$ cat src/rtl/ecd_pkg.sv
// Shared types and TDATA field layout for the ECD row responder.
package ecd_pkg;

  typedef enum logic [1:0] {
    IDLE   = 2'd0,
    WAIT   = 2'd1,
    STREAM = 2'd2,
    DONE   = 2'd3
  } row_state_e;

  localparam int TDATA_W  = 256;
  localparam int ID_W     = 32;
  localparam int ID_LSB   = 0;
  localparam int BEAT_LSB = 32;
  localparam int BEAT_W   = 8;

  // One row data beat: request ID in the low word, beat index above it, rest zero.
  function automatic logic [TDATA_W-1:0] beat_word(input logic [ID_W-1:0]   id,
                                                   input logic [BEAT_W-1:0] beat);
    logic [TDATA_W-1:0] w;
    w = '0;
    w[ID_LSB +: ID_W]     = id;
    w[BEAT_LSB +: BEAT_W] = beat;
    return w;
  endfunction

endpackage

$ cat src/rtl/ecd_sync_fifo.sv
// Synchronous FIFO with first-word fall-through head, registered count and full flag.
module ecd_sync_fifo #(
  parameter int WIDTH = 32,
  parameter int DEPTH = 8
) (
  input  logic                     clk,
  input  logic                     resetn,
  input  logic                     push,
  input  logic [WIDTH-1:0]         push_data,
  input  logic                     pop,
  output logic [WIDTH-1:0]         head,
  output logic [$clog2(DEPTH):0]   count,
  output logic                     full
);

  localparam int AW = $clog2(DEPTH);
  localparam logic [AW:0] DEPTH_C = (AW+1)'(DEPTH);

  logic [WIDTH-1:0] mem [DEPTH];
  logic [AW-1:0]    wr_ptr_q, wr_ptr_d;
  logic [AW-1:0]    rd_ptr_q, rd_ptr_d;
  logic [AW:0]      count_q, count_d;
  logic             full_q, full_d;

  always_comb begin
    wr_ptr_d = wr_ptr_q;
    rd_ptr_d = rd_ptr_q;
    count_d  = count_q;
    if (push) wr_ptr_d = wr_ptr_q + AW'(1);
    if (pop)  rd_ptr_d = rd_ptr_q + AW'(1);
    case ({push, pop})
      2'b10:   count_d = count_q + (AW+1)'(1);
      2'b01:   count_d = count_q - (AW+1)'(1);
      default: count_d = count_q;
    endcase
    full_d = (count_d == DEPTH_C);
  end

  always_ff @(posedge clk) begin
    if (!resetn) begin
      wr_ptr_q <= '0;
      rd_ptr_q <= '0;
      count_q  <= '0;
      full_q   <= 1'b0;
    end else begin
      wr_ptr_q <= wr_ptr_d;
      rd_ptr_q <= rd_ptr_d;
      count_q  <= count_d;
      full_q   <= full_d;
    end
  end

  // Storage is not reset; the pointers alone define which entries are live.
  always_ff @(posedge clk) begin
    if (push) mem[wr_ptr_q] <= push_data;
  end

  assign head  = mem[rd_ptr_q];
  assign count = count_q;
  assign full  = full_q;

endmodule

$ cat src/rtl/ecd_row_responder.sv
// ECD row responder: queues request IDs and answers each with one delayed data row.
// Build option ECD_SEQ_CHECK_EN adds the request-ID sequence checker behind SEQ_ERRORS.
module ecd_row_responder
  import ecd_pkg::*;
#(
  parameter int FIFO_DEPTH   = 8,
  parameter int ROW_BEATS    = 32,
  parameter int RESP_LATENCY = 16
) (
  input  logic               clk,
  input  logic               resetn,
  input  logic [TDATA_W-1:0] AXIS_RX_TDATA,
  input  logic               AXIS_RX_TVALID,
  input  logic               AXIS_RX_TLAST,
  output logic               AXIS_RX_TREADY,
  output logic [TDATA_W-1:0] AXIS_TX_TDATA,
  output logic               AXIS_TX_TVALID,
  output logic               AXIS_TX_TLAST,
  input  logic               AXIS_TX_TREADY,
  output logic               ROW_COMPLETE,
  output logic [31:0]        ROWS_SERVED,
  output logic [15:0]        SEQ_ERRORS
);

  localparam int CNT_W = $clog2(FIFO_DEPTH) + 1;
  localparam int LAT_W = (RESP_LATENCY > 1) ? $clog2(RESP_LATENCY) : 1;
  localparam logic [LAT_W-1:0]  LAT_INIT  = LAT_W'(RESP_LATENCY - 1);
  localparam logic [BEAT_W-1:0] LAST_BEAT = BEAT_W'(ROW_BEATS - 1);

  row_state_e         state_q;
  logic [LAT_W-1:0]   lat_q;
  logic [BEAT_W-1:0]  beat_q;
  logic               tvalid_q, tlast_q, row_complete_q;
  logic [TDATA_W-1:0] tdata_q;
  logic [31:0]        rows_served_q;

  logic [ID_W-1:0]    head_id;
  logic [CNT_W-1:0]   fifo_count;
  logic               fifo_full, fifo_empty, rx_push, row_pop, tx_fire;
  logic               unused_rx;

  assign rx_push    = AXIS_RX_TVALID & ~fifo_full;
  assign row_pop    = (state_q == DONE);
  assign fifo_empty = (fifo_count == '0);
  assign tx_fire    = tvalid_q & AXIS_TX_TREADY;
  assign unused_rx  = ^{AXIS_RX_TDATA[TDATA_W-1:ID_W], AXIS_RX_TLAST};

  ecd_sync_fifo #(
    .WIDTH (ID_W),
    .DEPTH (FIFO_DEPTH)
  ) u_id_fifo (
    .clk       (clk),
    .resetn    (resetn),
    .push      (rx_push),
    .push_data (AXIS_RX_TDATA[ID_W-1:0]),
    .pop       (row_pop),
    .head      (head_id),
    .count     (fifo_count),
    .full      (fifo_full)
  );

  // The head stays in the queue for the whole row; it is only popped in DONE.
  always_ff @(posedge clk) begin
    if (!resetn) begin
      state_q        <= IDLE;
      lat_q          <= '0;
      beat_q         <= '0;
      tvalid_q       <= 1'b0;
      tlast_q        <= 1'b0;
      tdata_q        <= '0;
      row_complete_q <= 1'b0;
      rows_served_q  <= '0;
    end else begin
      row_complete_q <= 1'b0;
      case (state_q)
        IDLE: begin
          if (!fifo_empty) begin
            state_q <= WAIT;
            lat_q   <= LAT_INIT;
          end
        end
        WAIT: begin
          if (lat_q == '0) begin
            state_q  <= STREAM;
            beat_q   <= '0;
            tvalid_q <= 1'b1;
            tlast_q  <= (LAST_BEAT == '0);
            tdata_q  <= beat_word(head_id, '0);
          end else begin
            lat_q <= lat_q - LAT_W'(1);
          end
        end
        STREAM: begin
          if (tx_fire) begin
            if (beat_q == LAST_BEAT) begin
              state_q        <= DONE;
              tvalid_q       <= 1'b0;
              tlast_q        <= 1'b0;
              tdata_q        <= '0;
              row_complete_q <= 1'b1;
            end else begin
              beat_q  <= beat_q + BEAT_W'(1);
              tlast_q <= ((beat_q + BEAT_W'(1)) == LAST_BEAT);
              tdata_q <= beat_word(head_id, beat_q + BEAT_W'(1));
            end
          end
        end
        DONE: begin
          rows_served_q <= rows_served_q + 32'd1;
          state_q       <= IDLE;
        end
        default: state_q <= IDLE;
      endcase
    end
  end

`ifdef ECD_SEQ_CHECK_EN
  logic [ID_W-1:0] prev_id_q;
  logic            have_prev_q;
  logic [15:0]     seq_errors_q;

  // Checked once per row as it leaves IDLE; the first row after reset has no predecessor.
  always_ff @(posedge clk) begin
    if (!resetn) begin
      prev_id_q    <= '0;
      have_prev_q  <= 1'b0;
      seq_errors_q <= '0;
    end else if (state_q == IDLE && !fifo_empty) begin
      prev_id_q   <= head_id;
      have_prev_q <= 1'b1;
      if (have_prev_q && (head_id != prev_id_q + ID_W'(1)) && (seq_errors_q != 16'hFFFF))
        seq_errors_q <= seq_errors_q + 16'd1;
    end
  end

  assign SEQ_ERRORS = seq_errors_q;
`else
  assign SEQ_ERRORS = '0;
`endif

  assign AXIS_RX_TREADY = ~fifo_full;
  assign AXIS_TX_TDATA  = tdata_q;
  assign AXIS_TX_TVALID = tvalid_q;
  assign AXIS_TX_TLAST  = tlast_q;
  assign ROW_COMPLETE   = row_complete_q;
  assign ROWS_SERVED    = rows_served_q;

endmodule

$ cat config.mk
export PLATFORM = sky130hd
export DESIGN_NAME = ecd_row_responder
export DESIGN_NICKNAME = d
export VERILOG_FILES = /design/src/rtl/ecd_pkg.sv /design/src/rtl/ecd_sync_fifo.sv /design/src/rtl/ecd_row_responder.sv
export SDC_FILE = /design/constraint.sdc
export NUM_CORES = 1
export LEC_CHECK = 0
export ABC_AREA = 1
export ABC_CLOCK_PERIOD_IN_PS = 2750
export CAP_MARGIN = 20
export CORE_AREA = 2 2 222 224
export CTS_CLUSTER_SIZE = 20
export DETAILED_ROUTE_END_ITERATION = 6
export DIE_AREA = 0 0 224 226
export PLACE_DENSITY = 0.67
export SLEW_MARGIN = 30
export SYNTH_ARGS = -nofsm -noshare
export SYNTH_HDL_FRONTEND = slang
export SYNTH_SLANG_ARGS = --single-unit
$ cat constraint.sdc
create_clock -name clk -period 2.75 [get_ports clk]
set_input_delay 0.4125 -clock clk [delete_from_list [all_inputs] [get_ports clk]]
set_output_delay 0.4125 -clock clk [all_outputs]
set_load 0.01 [all_outputs]
==> out/metrics.yaml, run 1 <==
status:
  status: "completed"
worst_setup_path:
  critPathKind: "flop to flop"
  critical_path.endpoint_type: "flop"
  reg2reg_slack_ps: 650
  cpMostUsedCell: "nand2_1"
  path_max_fanout: 20
  critPathMaxStageDelay_ps: 400
  cp_cell_sequence: "inv_1 > ha_1 > o21ai_2 > nand2_1 > inv_2 > o21ai_4 > nor2_4 > buf_4 > nand2_1 > a21oi_1"
  critPathArrivalTime_ps: 2590
  cp.required_ps: 3240
  critPathLaunchType: "flop"
  cp_slowest_cell: "dfxtp_1"
floorplan:
  die_h_um: 226
  die_x_um: 224
  rows: 81
  core_area_um2: 48300
  fp.dieArea_um2: 50600
  ios: 569
  initial_core_util: 0.339
pwr:
  power.net_switching_mw: 4.40
  pwr-share-clk: 0.346
  vdd_ir_drop_max_mv: 0.538
  intPower_mw: 10.1
  power_density_nw_per_um2: 773
  p_sw_frac: 0.304
  p_leak_nw: 7.02
  pwr-share-seq: 0.444
  power_frac_comb: 0.209
routing:
  drtIter0Drc: 792
  ant_nets: 0
  totalWireLength_um: 37800
  route.detailed.drc: 0
  vias: 11154
  firstDrtPassIters: 5
  avgRoutedWirePerCell_um: 15.5
  viasPerCell: 4.56
clocking:
  cts_tree: "done"
  clkSinkCount: 359
  clk_path_buf_depth: 3
  numCtsBuffers: 38
  clock_latency_ps: 560
  htreeDepth: 2
  hold_buffers: 0
  cts_resized: 0
  clk_pin_slew_ps: 60
  postCtsSetupRepairBufs: 0
  ctsRootBufferMaster: "clkbuf_16"
finish:
  multi_input_area_um2: 5210
  stdcell_count: 2446
  fillers: 4605
  drive_gt1_frac: 0.0603
  syn_to_final_growth_pct: 14.5
  nNetsFinal: 2068
  regArea_um2: 9760
yosys:
  syn_inst: 1685
  synth-simple-area-share: 0.149
  synth_top_family_by_area: "simple AND/OR/NAND/NOR gates"
  synthMuxAreaShare: 0
  syn_area_um2: 16400
  synth-async-reset-ratio: 0
  avgSynthCellArea_um2: 9.72
  synth_xor_area_frac: 0.00695
  synth_edf_count: 256
  yosysUniqueCellTypes: 34
  synthFlopType: "edfxtp_1"
  synth-seq-cells: 359
  ys.warnings.count: 0
  ys_seq_area_frac: 0.595
  synth_fa_ha_area_frac: 0.0107
  synth_compound_area_frac: 0.0943
job:
  cap_violations: 0
sta:
  fin_setup_tns_ps: 0
  fin_crit_sh: 0.763
  fin_crit_ps: 2100
  maxSlewHeadroom: 0.627
  setup_viol: 0
  hold_viol: 0
  skew_ps: 22.4
  slew_viol_final: 0
  rsz0062_at_grt: "false"
  timing.fmax_ghz: 0.476
  worst_slew_pin_slew_ps: 559
grt:
  gr-usage-all-layers: 0.145
  antenna_found_initial: 5
  grt_max_degree: 77
  first_global_vias: 10222
  grt_pass1_wl_um: 57100
  grt_overflow_total: 0
placed_design:
  port_buffers: 111
  dp.cells: 2375
  dp_hpwl_um: 23500
  place.gp.congestion: 0.883
min_path:
  worstHoldPathType: "flop to flop"
[path summary, 6_finish.rpt]
kind / from / to / cells after the start
max reg2reg: state_q[1] / AXIS_TX_TDATA[12] / 10
max: state_q[1] / AXIS_TX_TDATA[12] / 10
min reg2reg: AXIS_TX_TDATA[2] / AXIS_TX_TDATA[2] / 2
min: AXIS_TX_TDATA[2] / AXIS_TX_TDATA[2] / 2
[metrics by stage]
stage | hold slack (ps) | setup WS (ps) | power, mW | util | area, µm²
global route | 477 | 507 | 15.3 | 0.388 | 18800
detailed placement | 455 | 430 | 9.61 | 0.362 | 17500
global placement | 453 | 478 | 9.53 | 0.362 | 17500
CTS | 465 | 661 | 14.7 | 0.388 | 18800
floorplan | 440 | 256 | 8.66 | - | 17300
finish | 462 | 651 | 14.5 | 0.388 | 18800
[flip-flops by register name (all words and copies together) (netlist names), named ones only]
signal,count
lat_q,4
state_q,2
ROW_COMPLETE,1
u_id_fifo.rd_ptr_q,3
u_id_fifo.full,1
u_id_fifo.wr_ptr_q,3
ROWS_SERVED,32
AXIS_TX_TDATA,40
AXIS_TX_TVALID,1
beat_q,8
u_id_fifo.count,4
u_id_fifo.mem,256
AXIS_TX_TLAST,1
[synthesized netlist by cell type (2+ instances only)]
| cell | number | area share |
|---|---|---|
| a21oi_1 | 80 | 0.024 |
| buf_1 | 8 | 0.0018 |
| buf_2 | 11 | 0.0034 |
| buf_4 | 234 | 0.11 |
| buf_6 | 6 | 0.0041 |
| clkbuf_1 | 40 | 0.0092 |
| dfxtp_1 | 103 | 0.13 |
| edfxtp_1 | 256 | 0.47 |
| ha_1 | 14 | 0.011 |
| inv_1 | 74 | 0.017 |
| inv_2 | 5 | 0.0011 |
| nand2_1 | 283 | 0.065 |
| nand3_1 | 36 | 0.011 |
| nand4_1 | 8 | 0.0031 |
| nor2_1 | 259 | 0.059 |
| nor2_4 | 2 | 0.0014 |
| nor3_1 | 16 | 0.0049 |
| nor3b_1 | 4 | 0.0018 |
| o21a_1 | 2 | 0.00092 |
| o21ai_0 | 172 | 0.053 |
| o21ai_1 | 46 | 0.014 |
| o21ai_2 | 2 | 0.0011 |
| or2_2 | 2 | 0.00076 |
| xnor2_1 | 4 | 0.0021 |
| xor2_1 | 9 | 0.0048 |
[cells by family (layout without fill, tap and decap cells)]
kind of cell | after synthesis | in the layout
buf+inv | 379 | 286
flops | 359 | 359
other cells | 1 | 233
simple gates | 614 | 614
xor+xnor | 13 | 13
compound gates | 305 | 305
fa+ha+maj | 14 | 14
[power groups by stage]
stage	combinational (mW)	sequential [mW]	clock (mW)
floorplan	2.08	6.57	0
global placement	2.98	6.54	0
detailed placement	3.06	6.56	0
CTS	3.07	6.45	5.15
global route	3.41	6.49	5.37
finish	3.03	6.44	5.02
[layer usage]
layer  wire [µm]  GRT usage  share of wire
met5          57          0         0.0015
met4         899     0.0460          0.024
met3        2340     0.0297          0.062
met2       18300      0.251           0.48
met1       16200      0.182           0.43
[cells in the final DEF, fill, tap and decap left out, drive strengths merged]
cell and instances:
a31oi 1, buf 25, o21ai 220, or2 2, nor2 262, nand3b 1, clkdlybuf4s50 111, nor3b 4
and2 1, a21oi 80, nand2 284, inv 83, dfxtp 103, diode 1, ha 14, clkbuf 49
xnor2 4, nand4 8, clkinvlp 2, bufinv 1, nor3 16, clkinv 15, nand3 36, o21a 2
o21bai 1, a21o 1, conb 232, edfxtp 256, xor2 9
[cell type report]
class / instances / area share
antenna: 1 / 0.000133
inverter: 80 / 0.0160
timing repair buffer: 136 / 0.0786
clock buffer: 49 / 0.0561
clock inverter: 21 / 0.00967
sequential: 359 / 0.520
multi-input combinational: 1178 / 0.278
tap: 622 / 0.0415
[critical path, delay by kind of cell (launching register included)]
family	cells	cell delay (ps)
flops	1	400
compound gates	3	370
buf+inv	3	560
fa+ha+maj	1	290
simple gates	3	400
Note: power is estimated with default switching activity, not from simulation.
==> run 2: changes to the inputs <==
--- a/config.mk
+++ b/config.mk
@@ -6,13 +6,13 @@
 export NUM_CORES = 1
 export LEC_CHECK = 0
 export ABC_AREA = 1
-export ABC_CLOCK_PERIOD_IN_PS = 2750
+export ABC_CLOCK_PERIOD_IN_PS = 1800
 export CAP_MARGIN = 20
 export CORE_AREA = 2 2 222 224
 export CTS_CLUSTER_SIZE = 20
 export DETAILED_ROUTE_END_ITERATION = 6
 export DIE_AREA = 0 0 224 226
-export PLACE_DENSITY = 0.67
+export PLACE_DENSITY = 0.69
 export SLEW_MARGIN = 30
 export SYNTH_ARGS = -nofsm -noshare
 export SYNTH_HDL_FRONTEND = slang
==> constraint.sdc (replaced) <==
create_clock -name clk -period 1.8 [get_ports clk]
set_input_delay 0.27 -clock clk [delete_from_list [all_inputs] [get_ports clk]]
set_output_delay 0.27 -clock clk [all_outputs]
set_load 0.01 [all_outputs]
==> run 2 against run 1 <==
Compared with the run above:
- via count up 3.6%
- worst hold slack worse by 74 ps
- final cell count up 2.6%
- setup slack worse by 650 ps
- first-iteration DRC count up 1.5%
- sequential power up 53%
- highest routed layer unchanged
==> out/metrics.yaml, run 2 (synthesis results as in run 1) <==
pwr:
  vdd_ir_drop_max_mv: 0.886
  p_leak_nw: 7.70
  fin_total_pwr_mw: 24.1
  power_density_nw_per_um2: 1210
floorplan:
  rows: 81
  core_area_um2: 48300
  die_x_um: 224
  fp.dieArea_um2: 50600
  initial_core_util: 0.339
  ios: 569
  die_h_um: 226
sta:
  fin_crit_sh: 0.999
  fin_crit_ps: 1800
  setup_viol: 0
  skew_ps: 16.2
  hold_viol: 0
  fin_setup_tns_ps: 0
  rsz0062_at_grt: "true"
  slew_viol_final: 0
  timing.fmax_ghz: 0.556
  fin_ws_ps: 2.55
  maxSlewHeadroom: 0.657
  worst_slew_pin_slew_ps: 515
worst_setup_path:
  crit_family: "buffers and inverters"
  path_max_fanout: 8
  critPathMaxStageDelay_ps: 360
  rr_worst_depth: 12
  cp.depth: 12
  crit_buf_inv: 4
  cp_cell_sequence: "ha_4 > nand2_4 > nor2_4 > inv_2 > nor2_4 > inv_2 > nor2_4 > nor2_4 > buf_12 > bufbuf_16 > nand2_1 > a21oi_1"
  cp.required_ps: 2220
  cp_slowest_cell: "dfxtp_2"
  critPathLaunchType: "flop"
  critPathArrivalTime_ps: 2220
  cpMostUsedCell: "nor2_4"
  critPathKind: "flop to flop"
  critical_path.endpoint_type: "flop"
routing:
  vias: 11554
  viasPerCell: 4.60
  drtIter0Drc: 804
  firstDrtPassIters: 5
  route.detailed.drc: 0
  ant_nets: 0
  avgRoutedWirePerCell_um: 15.9
  totalWireLength_um: 39900
clocking:
  clk_path_buf_depth: 3
  htreeDepth: 2
  clkSinkCount: 359
  hold_buffers: 0
  cts_tree: "done"
  clock_latency_ps: 550
  ctsRootBufferMaster: "clkbuf_16"
  numCtsBuffers: 39
  clk_pin_slew_ps: 60
placed_design:
  place.gp.congestion: 0.869
  dp.cells: 2418
  pre_cts_slack_ps: -306
  dp_hpwl_um: 24300
  port_buffers: 111
finish:
  finish.utilization: 0.410
  syn_to_final_growth_pct: 21.1
  regMostFlops: "u_id_fifo.mem"
  largest_reg_flops: 256
  layout_commonest_cell: "edfxtp_1"
  drive_gt1_frac: 0.133
  stdcell_count: 2510
  final_cell_mix: "edfxtp_1 (256), nand2_1 (251), nor2_1 (246)"
  fillers: 4487
  nNetsFinal: 2133
min_path:
  hold_depth: 3
  worstHoldPathType: "input pin to flop"
grt:
  antenna_found_initial: 4
  gr-usage-all-layers: 0.148
  grt_pass1_wl_um: 58000
  grt_max_degree: 57
  grt_overflow_total: 0
  first_global_vias: 10490
job:
  cap_violations: 0
status:
  status: "completed"
-- run 2: layer usage --
layer  track usage  part of all wire
met1         0.184              0.41
met5             0           0.00098
met3        0.0288             0.071
met4        0.0628             0.033
met2         0.253              0.48
-- run 2: final timing paths --
path / to / slack (ps) / start
setup / recovery: AXIS_TX_TDATA[21] / 3 / beat_q[1]
hold / removal: ROW_COMPLETE / 390 / AXIS_TX_TREADY
setup reg to reg: AXIS_TX_TDATA[21] / 3 / beat_q[1]
hold reg to reg: AXIS_TX_TDATA[0] / 460 / AXIS_TX_TDATA[0]
-- run 2: worst min-delay path: stages --
cell and delay (ps):
clkdlybuf4s50_1 450, nand3_1 100, nor3_1 60
-- run 2: metrics by stage --
stage                     hold slack [ps]  area (µm²)
final                                 388       19800
after CTS                             364       19400
after detailed placement              454       18000
after floorplan                       369       17300
after global routing                  371       19800
after global placement                452       18000
-- run 2: timing repair --
action	in CTS	in global routing
setup buffers	8	9
cloned	3	2
resized for setup	55	94
endpoints found under the setup margin	51	65
pin swaps	5	16
-- run 2: final cells by class --
class	instances	area, µm²	share of cell area
sequential	359	9780	0.493
clock buffer	50	1070	0.0538
antenna	2	5.00	0.000252
timing repair buffer	200	2200	0.111
tap	622	778	0.0392
inverter	80	313	0.0158
clock inverter	19	168	0.00845
multi-input combinational	1178	5520	0.278
-- run 2: power by group --
part           switching, mW  leakage, nW  internal, mW  total (mW)
sequential             0.342         3.17          9.51        9.85
clock                   3.21        0.601          4.48        7.69
combinational           3.84         3.93          2.69        6.52
total                   7.39         7.70          16.7        24.1
==> run 3: changes to the inputs <==
--- a/config.mk
+++ b/config.mk
@@ -12,7 +12,7 @@
 export CTS_CLUSTER_SIZE = 20
 export DETAILED_ROUTE_END_ITERATION = 6
 export DIE_AREA = 0 0 224 226
-export PLACE_DENSITY = 0.69
+export PLACE_DENSITY = 0.65
 export SLEW_MARGIN = 30
 export SYNTH_ARGS = -nofsm -noshare
 export SYNTH_HDL_FRONTEND = slang
==> run 3 against run 2 <==
Compared with the run above:
- routed wire length shrank 2.0%
- design area shrank 0.25%
- via count shrank 1.8%
- final cell count grew 0.12%
- setup slack lost 2.2 ps
==> out/metrics.yaml, run 3 (synthesis results as in run 1) <==
status:
  status: "completed"
clocking:
  cts_tree: "done"
  clk_path_buf_depth: 3
  htreeDepth: 2
  numCtsBuffers: 40
  ctsRootBufferMaster: "clkbuf_16"
  clkSinkCount: 359
  clock_latency_ps: 560
  clk_pin_slew_ps: 60
  hold_buffers: 0
sta:
  fin_crit_ps: 1800
  slew_viol_final: 0
  timing.fmax_ghz: 0.556
  hold_viol: 0
  fin_crit_sh: 1.00
  setup_viol: 0
  rsz0062_at_grt: "true"
  skew_ps: 32.7
  fin_setup_tns_ps: 0
grt:
  gr-usage-all-layers: 0.146
  grt_max_degree: 69
  antenna_found_initial: 7
  first_global_vias: 10495
  grt_pass1_wl_um: 57900
  grt_overflow_total: 0
pwr:
  p_leak_nw: 7.75
  vdd_ir_drop_max_mv: 0.874
  power_density_nw_per_um2: 1220
routing:
  totalWireLength_um: 39100
  ant_nets: 0
  vias: 11343
  viasPerCell: 4.51
  avgRoutedWirePerCell_um: 15.5
  route.detailed.drc: 0
  drtIter0Drc: 820
  firstDrtPassIters: 6
placed_design:
  port_buffers: 111
  place.gp.congestion: 0.860
  dp_hpwl_um: 24400
  place_area_um2: 18000
finish:
  stdcell_area_um2: 19800
  nNetsFinal: 2134
  final_cell_mix: "nand2_1 (267), edfxtp_1 (256), nor2_1 (245)"
  regMostFlops: "u_id_fifo.mem"
  layout_commonest_cell: "nand2_1"
  syn_to_final_growth_pct: 20.7
  largest_reg_flops: 256
  drive_gt1_frac: 0.130
floorplan:
  initial_core_util: 0.339
  rows: 81
  fp.dieArea_um2: 50600
  die_x_um: 224
  ios: 569
  die_h_um: 226
  core_area_um2: 48300
worst_setup_path:
  critical_path.endpoint_type: "flop"
  critPathKind: "flop to flop"
  cp.required_ps: 2260
  path_max_fanout: 8
  critPathLaunchType: "flop"
  critPathArrivalTime_ps: 2260
min_path:
  worstHoldPathType: "input pin to flop"
job:
  cap_violations: 0
==> run 3: area by class of cell <==
type	count	area (µm²)
clock buffers	54	1160
diodes	1	2.50
clock inverters	19	200
flip-flops and latches	359	9780
multi-input cells	1178	5450
inverters	80	305
fillers	4579	28600
well taps	622	778
repair buffers	200	2110
==> run 3: per-stage QoR <==
| stage | hold WS, ps | utilization | setup WS (ps) | std cells | power [mW] |
|---|---|---|---|---|---|
| after floorplan | 369 | - | -213 | 1916 | 13.2 |
| after global routing | 321 | 0.409 | -73.2 | 2513 | 25.4 |
| after global placement | 451 | 0.372 | -249 | 2427 | 15.0 |
| after CTS | 293 | 0.401 | -22.2 | 2501 | 23.5 |
| final | 314 | 0.409 | 0.376 | 2513 | 24.2 |
| after detailed placement | 454 | 0.372 | -268 | 2427 | 15.1 |
==> run 3: where the power goes <==
group	internal (mW)	total (mW)	switching [mW]
Clock	4.87	8.25	3.39
Sequential	9.51	9.85	0.343
Combinational	2.44	6.10	3.66
==> run 3: worst paths after layout <==
| check | start | end | slack, ps | cells past startpoint |
|---|---|---|---|---|
| worst max-delay path | lat_q[0] | AXIS_TX_TDATA[10] | 0.4 | 12 |
| worst min-delay path | AXIS_TX_TREADY | ROW_COMPLETE | 310 | 3 |
| worst max register to register | lat_q[0] | AXIS_TX_TDATA[10] | 0.4 | 12 |
| worst min register to register | beat_q[7] | beat_q[7] | 460 | 2 |
==> run 3: routing by layer <==
layer / GRT usage / vias to the layer above / routed length, µm
li1: - / 5500 / -
met1: 0.188 / 5338 / 16500
met2: 0.244 / 423 / 18800
met3: 0.0307 / 70 / 2620
met4: 0.0505 / 12 / 1060
met5: 0 / - / 76
==> run 3: worst max-delay path, cell delays in order (launching register included) <==
cell	delay [ps]
dfxtp_2	320
inv_2	70
ha_4	140
nand2_4	60
o21ai_4	150
nand2_2	80
inv_2	80
o21ai_4	70
nor2_4	170
buf_12	150
clkbuf_16	200
nand2_4	60
a21oi_2	120
==> run 3: what timing repair did <==
action / CTS / global route
resized for setup: 43 / 85
pin swaps: 0 / 14
gates cloned: 1 / 3
setup endpoints to repair: 47 / 75
buffers inserted: 0 / 8
